[src/rtl/ppu_opsum_packer.sv]
// ppu_opsum_packer: requantizes 32-bit signed opsums to uint8 and packs four per word.
// Optional macro PPU_ROUND_EN adds round-half-up bias before the arithmetic shift.
module ppu_opsum_packer #(
  parameter int DATA_BITS = 32,
  parameter int CNT_BITS  = 10
) (
  input  logic                 clk,
  input  logic                 rst,
  input  logic                 cfg_en,
  input  logic [4:0]           cfg_shift,
  input  logic                 cfg_relu,
  input  logic [CNT_BITS-1:0]  cfg_count,
  input  logic [DATA_BITS-1:0] opsum,
  input  logic                 opsum_valid,
  output logic                 opsum_ready,
  output logic [DATA_BITS-1:0] packed_data,
  output logic [3:0]           packed_strb,
  output logic                 packed_last,
  output logic                 packed_valid,
  input  logic                 packed_ready,
  output logic                 busy
);

  localparam int W = DATA_BITS + 1;
  localparam logic signed [W-1:0] SAT_MAX = W'(127);
  localparam logic signed [W-1:0] SAT_MIN = -W'(128);

  typedef enum logic [1:0] {
    IDLE  = 2'd0,
    RUN   = 2'd1,
    DRAIN = 2'd2
  } state_t;

  state_t               state_q;
  state_t               state_d;
  logic [4:0]           shift_q;
  logic                 relu_q;
  logic [CNT_BITS-1:0]  count_q;
  logic [CNT_BITS-1:0]  in_cnt;
  logic [1:0]           lane_cnt;
  logic [DATA_BITS-1:0] acc;

  logic                 start;
  logic                 accept;
  logic                 word_fire;
  logic                 final_beat;
  logic                 complete;
  logic signed [W-1:0]  x_ext;
  logic signed [W-1:0]  bias;
  logic signed [W-1:0]  sum;
  logic signed [W-1:0]  shifted;
  logic signed [W-1:0]  r;
  logic [7:0]           out_byte;
  logic [DATA_BITS-1:0] merged;
  logic [3:0]           fill_strb;

  assign start       = (state_q == IDLE) && cfg_en && (cfg_count != '0);
  assign opsum_ready = (state_q == RUN) && (!packed_valid || packed_ready);
  assign accept      = opsum_valid && opsum_ready;
  assign word_fire   = packed_valid && packed_ready;
  assign final_beat  = (in_cnt + CNT_BITS'(1)) == count_q;
  assign complete    = accept && ((lane_cnt == 2'd3) || final_beat);
  assign busy        = (state_q != IDLE);

  // Requantize in 33 bits so that the rounding bias can never overflow the opsum range.
  always_comb begin
    x_ext = {opsum[DATA_BITS-1], opsum};
    bias  = '0;
`ifdef PPU_ROUND_EN
    if (shift_q != 5'd0) begin
      bias = W'(1) << (shift_q - 5'd1);
    end
`endif
    sum     = x_ext + bias;
    shifted = sum >>> shift_q;
    r       = shifted;
    if (relu_q && shifted[W-1]) begin
      r = '0;
    end
    if (r > SAT_MAX) begin
      out_byte = 8'hFF;
    end else if (r < SAT_MIN) begin
      out_byte = 8'h00;
    end else begin
      out_byte = r[7:0] ^ 8'h80;
    end
  end

  always_comb begin
    merged    = acc | (DATA_BITS'(out_byte) << {lane_cnt, 3'b000});
    fill_strb = 4'b0001;
    case (lane_cnt)
      2'd0:    fill_strb = 4'b0001;
      2'd1:    fill_strb = 4'b0011;
      2'd2:    fill_strb = 4'b0111;
      default: fill_strb = 4'b1111;
    endcase
  end

  always_comb begin
    state_d = state_q;
    case (state_q)
      IDLE: begin
        if (start) begin
          state_d = RUN;
        end
      end
      RUN: begin
        if (accept && final_beat) begin
          state_d = DRAIN;
        end
      end
      DRAIN: begin
        if (word_fire && packed_last) begin
          state_d = IDLE;
        end
      end
      default: state_d = IDLE;
    endcase
  end

  always_ff @(posedge clk or posedge rst) begin
    if (rst) begin
      state_q <= IDLE;
    end else begin
      state_q <= state_d;
    end
  end

  always_ff @(posedge clk or posedge rst) begin
    if (rst) begin
      shift_q  <= '0;
      relu_q   <= 1'b0;
      count_q  <= '0;
      in_cnt   <= '0;
      lane_cnt <= '0;
      acc      <= '0;
    end else if (start) begin
      shift_q  <= cfg_shift;
      relu_q   <= cfg_relu;
      count_q  <= cfg_count;
      in_cnt   <= '0;
      lane_cnt <= '0;
      acc      <= '0;
    end else if (accept) begin
      in_cnt <= in_cnt + CNT_BITS'(1);
      if (complete) begin
        acc      <= '0;
        lane_cnt <= '0;
      end else begin
        acc      <= merged;
        lane_cnt <= lane_cnt + 2'd1;
      end
    end
  end

  // A completing beat may reload the output register in the same cycle the old word leaves.
  always_ff @(posedge clk or posedge rst) begin
    if (rst) begin
      packed_data  <= '0;
      packed_strb  <= '0;
      packed_last  <= 1'b0;
      packed_valid <= 1'b0;
    end else if (complete) begin
      packed_data  <= merged;
      packed_strb  <= fill_strb;
      packed_last  <= final_beat;
      packed_valid <= 1'b1;
    end else if (word_fire) begin
      packed_valid <= 1'b0;
    end
  end

endmodule

[config.mk]
export PLATFORM = sky130hd
export DESIGN_NAME = ppu_opsum_packer
export DESIGN_NICKNAME = d
export VERILOG_FILES = /design/src/rtl/ppu_opsum_packer.sv
export SDC_FILE = /design/constraint.sdc
export NUM_CORES = 1
export LEC_CHECK = 0
export CAP_MARGIN = 30
export CORE_ASPECT_RATIO = 1.1
export CORE_MARGIN = 5
export CORE_UTILIZATION = 50
export DETAILED_ROUTE_END_ITERATION = 10
export PLACE_DENSITY = 0.77
export SLEW_MARGIN = 10
export SYNTH_ARGS = -nofsm -noshare
export SYNTH_HDL_FRONTEND = slang
export SYNTH_SLANG_ARGS = --single-unit
[constraint.sdc]
create_clock -name clk -period 3.4 [get_ports clk]
set_input_delay 0.85 -clock clk [delete_from_list [all_inputs] [get_ports clk]]
set_output_delay 0.85 -clock clk [all_outputs]
set_load 0.05 [all_outputs]
==> results_dict.tcl <==
set metrics [dict create \
    mapped_cells 708 \
    crit_fanout 7 \
    cp_common_cell "sky130_fd_sc_hd__mux4_2" \
    grt_overflow_total 0 \
    finalCoreUtilization 0.6722 \
    cts.sinks 100 \
    drive_above_1_share 0.2583 \
    finalSetupTns_ns 0 \
    dr.pass1.iters 5 \
    yosysUniqueCellTypes 62 \
    grt_antenna_before_repair 0 \
    finalCriticalPeriod_ns 3.309 \
    cts_tree "built" \
    critical-path-slowest-cell "sky130_fd_sc_hd__mux4_2" \
    rr_worst_depth 9 \
    detailedRoute.firstIterationViolations 559 \
    detailedPlacementHpwl_um 15890 \
    maxSlewHeadroom 0.5980 \
    slew_violations 0 \
    synth-async-reset-ratio 1.000 \
    hold_path_startpoint "packed_strb[0]" \
    groute.usage.overall 0.2625 \
    coreArea_um2 13680 \
    drt.antenna.violating_nets 0 \
    initial_core_util 0.5054 \
    first_global_vias 6473 \
    timing.critical_path.cells "dlygate4sd2_1 -> mux4_2 -> mux4_2 -> o31a_1 -> nor4_2 -> a31oi_1 -> buf_4 -> a21o_1 -> a22o_1" \
    setup.reg_to_reg.worst_slack_ns 0.13 \
    total_leakage_power_nw 3.960 \
    cellPowerDensity_nw_per_um2 1024 \
    worst_skew_pair.late_latency_ns 0.34 \
    globalplace.congestion 0.9254 \
    synth_ff_type "sky130_fd_sc_hd__dfrtp_1" \
    syn_nets 766 \
    setup_viol 0 \
    cts.path.max_buffers 2 \
    ctsHtreeMaxLevel 3 \
    drt_wl_total_um 20820 \
    total_die_area_um2 16290 \
    number_of_enable_type_register_cells_in_the_synthesized_netlist 0 \
    hold_path_depth 1 \
    placement.io_buffers 92 \
    route.detailed.vias_per_inst 6.024 \
    worst_setup_hold_path_clk_slew_ns 0.07 \
    critPathLaunchType "primary input" \
    timing_worst_setup_path_type "in2reg" \
    die_w_um 122.1 \
    holdBufCountCts 0 \
    holdWs_ns 0.4731 \
    n_antenna_cell 0 \
    rsz0062_at_grt "false" \
    maximum_number_of_pins_on_one_net_before_global_route_repair 76 \
    syn-mean-instance-area_um2 9.767 \
    drcViolationCount 0 \
    area_delta_synth_final_pct 33.00 \
    timing.hold.worst.class "reg2reg" \
    count_of_placed_standard_cells_in_the_final_layout_fillers_left_out 1063 \
    cp.buffers_inverters 2 \
    crit_arrival_ns 3.54 \
    run_status "finished clean" \
    critPathMaxStageDelay_ns 0.50 \
    tritoncts.num_buffers 9 \
    nNetsFinal 928 \
    final_hold_viol_count 0 \
    rr_endpoint "acc[6]" \
    critical_path.top_delay_family "multiplexers" \
    dp.cells 1035 \
    tightestPinTransition_ns 0.5967 \
    timing.critical_path.depth 9 \
    cap_violations 0 \
    r2r_start "shift_q[1]" \
    rows 45 \
    clk_root_buffer_cell "sky130_fd_sc_hd__clkbuf_16" \
    max_freq_mhz 302.2 \
    hold_path_end "packed_strb[0]" \
    setup.worst_path.end_class "register" \
    detailroute.via_count 6404 \
    finalCritPeriodShare 0.9731 \
    synth.cell_area_um2 6915 \
    seq_area_frac_synth 0.3619 \
    irDropWorstVdd_v 0.0004352 \
    ys_ff_latch 100 \
    synth.yosys.warnings 0 \
    routedWlPerCell_um 19.59 \
    fp.dieH_um 133.3 \
    skew_ns 0.007495 \
    pin_count 93 \
    timing.critical_path.required_ns 3.63 \
    grt_first_pass_wirelength_um 34450 \
]
==> cells by family (layout without fill, tap and decap cells) <==
group / after synthesis / in the layout / share of synthesized area
adder cells (fa/ha/maj): 5 / 5 / 0.009046
multiplexers: 127 / 127 / 0.2381
AO/OA/AOI/OAI: 199 / 199 / 0.1932
AND/OR/NAND/NOR: 193 / 193 / 0.1259
buffers and inverters: 66 / 233 / 0.04903
XOR/XNOR: 18 / 18 / 0.02280
flip-flops: 100 / 100 / 0.3619
==> Yosys cell counts (all sizes together) (2+ instances only) <==
library cell	instances	area (um^2)
nor2	47	176.4
a22oi	5	37.54
o311a	2	20.02
nand4	3	18.77
xor2	3	26.28
nor2b	8	50.05
a211oi	7	52.55
a21o	9	67.56
dfrtp	100	2502
ha	5	62.56
a21oi	38	216.5
inv	12	45.04
clkbuf	23	86.33
or2	3	18.77
o22ai	8	50.05
xnor2	15	131.4
mux2i	70	700.7
nand2b	6	37.54
o211ai	6	45.04
nor4	6	37.54
mux4	27	608.1
a22o	32	280.3
a31oi	8	50.05
mux2	30	337.8
and3	4	25.02
o21ai	63	315.3
or3	4	25.02
buf	31	207.7
nand2	80	300.3
a221oi	2	17.52
nand3	17	85.08
and2	2	12.51
a32oi	2	17.52
o41ai	2	36.29
o2111ai	2	17.52
nor3	8	40.04
==> placed cells by master (no fill, tap or decap), drive strengths merged, types with 4 or more instances in the layout <==
master         synthesis  layout
a211oi                 7       7
o22ai                  8       8
a31oi                  8       8
clkdlybuf4s50          0      68
a22o                  32      32
a22oi                  5       5
mux2                  30      30
xnor2                 15      15
nor2b                  8       8
clkdlybuf4s15          0       4
nand2                 80      80
nor4                   6       6
inv                   12      13
nor3                   8       8
o211ai                 6       6
dfrtp                100     100
a21oi                 38      38
or3                    4       4
a21o                   9       9
dlygate4sd2            0       5
nand3                 17      17
nor2                  47      47
and3                   4       4
mux2i                 70      70
o21ai                 63      63
buf                   31     113
clkbuf                23      17
ha                     5       5
nand2b                 6       6
mux4                  27      27
dlymetal6s2s           0      10
==> stage by stage <==
stage | setup WS, ns | area (um^2) | total power [mW]
after floorplan | 0.1335 | 6919 | 5.989
after global placement | -0.5645 | 8582 | 7.840
after detailed placement | -0.6136 | 8592 | 7.971
after CTS | 0.007025 | 9036 | 9.215
after global routing | 0.01328 | 9198 | 10.03
final | 0.09139 | 9198 | 9.418
==> how the worst max path moves through the flow <==
stage / start / to
finish: opsum[20] / acc[6]
global route: opsum[20] / acc[6]
floorplan: opsum[30] / acc[3]
global placement: opsum[24] / acc[5]
CTS: opsum[24] / acc[5]
detailed placement: opsum[24] / acc[5]
==> where the power goes <==
part | internal, mW | leakage, nW | total, mW | switching [mW]
clock network | 0.616 | 0.150 | 1.06 | 0.444
logic | 2.75 | 2.54 | 6.18 | 3.43
registers | 1.71 | 1.27 | 2.17 | 0.465
==> sequential cells by signal (all words and copies together) (netlist names), 2 cells and up <==
name / cells
packed_data: 32
acc: 32
packed_strb: 4
state_q: 2
count_q: 10
lane_cnt: 2
in_cnt: 10
shift_q: 5
==> worst register-to-register path, cell delays in order (launching register included) <==
cell                      delay [ns]
sky130_fd_sc_hd__dfrtp_4        0.51
sky130_fd_sc_hd__buf_4          0.23
sky130_fd_sc_hd__mux4_2         0.53
sky130_fd_sc_hd__mux4_2         0.50
sky130_fd_sc_hd__o31a_1         0.31
sky130_fd_sc_hd__nor4_2         0.29
sky130_fd_sc_hd__a31oi_1        0.16
sky130_fd_sc_hd__buf_4          0.19
sky130_fd_sc_hd__a21o_1         0.19
sky130_fd_sc_hd__a22o_1         0.24
==> timing repair <==
item | 4_1_cts | 5_1_grt
pin swaps | 9 | 12
setup endpoints to repair | 56 | 56
setup buffers | 1 | 9
gates cloned | 2 | 0
resized for setup | 38 | 43
==> area by class of cell <==
cell class | instances | area [um^2]
Fill cell | 1085 | 4484
Multi-Input combinational cell | 542 | 4258
Clock inverter | 4 | 55.05
Clock buffer | 12 | 256.5
Sequential cell | 100 | 2509
Inverter | 12 | 48.80
Tap cell | 188 | 235.2
Timing Repair Buffer | 205 | 1836
==> routing by layer <==
| metal | track usage | part of all wire | routed length (um) |
|---|---|---|---|
| met1 | 0.3416 | 0.41 | 8601 |
| met2 | 0.4595 | 0.52 | 10830 |
| met3 | 0.03227 | 0.046 | 956 |
| met4 | 0.07467 | 0.021 | 429 |
| met5 | 0 | 0 | 0 |
(Power assumes the default switching activity.)
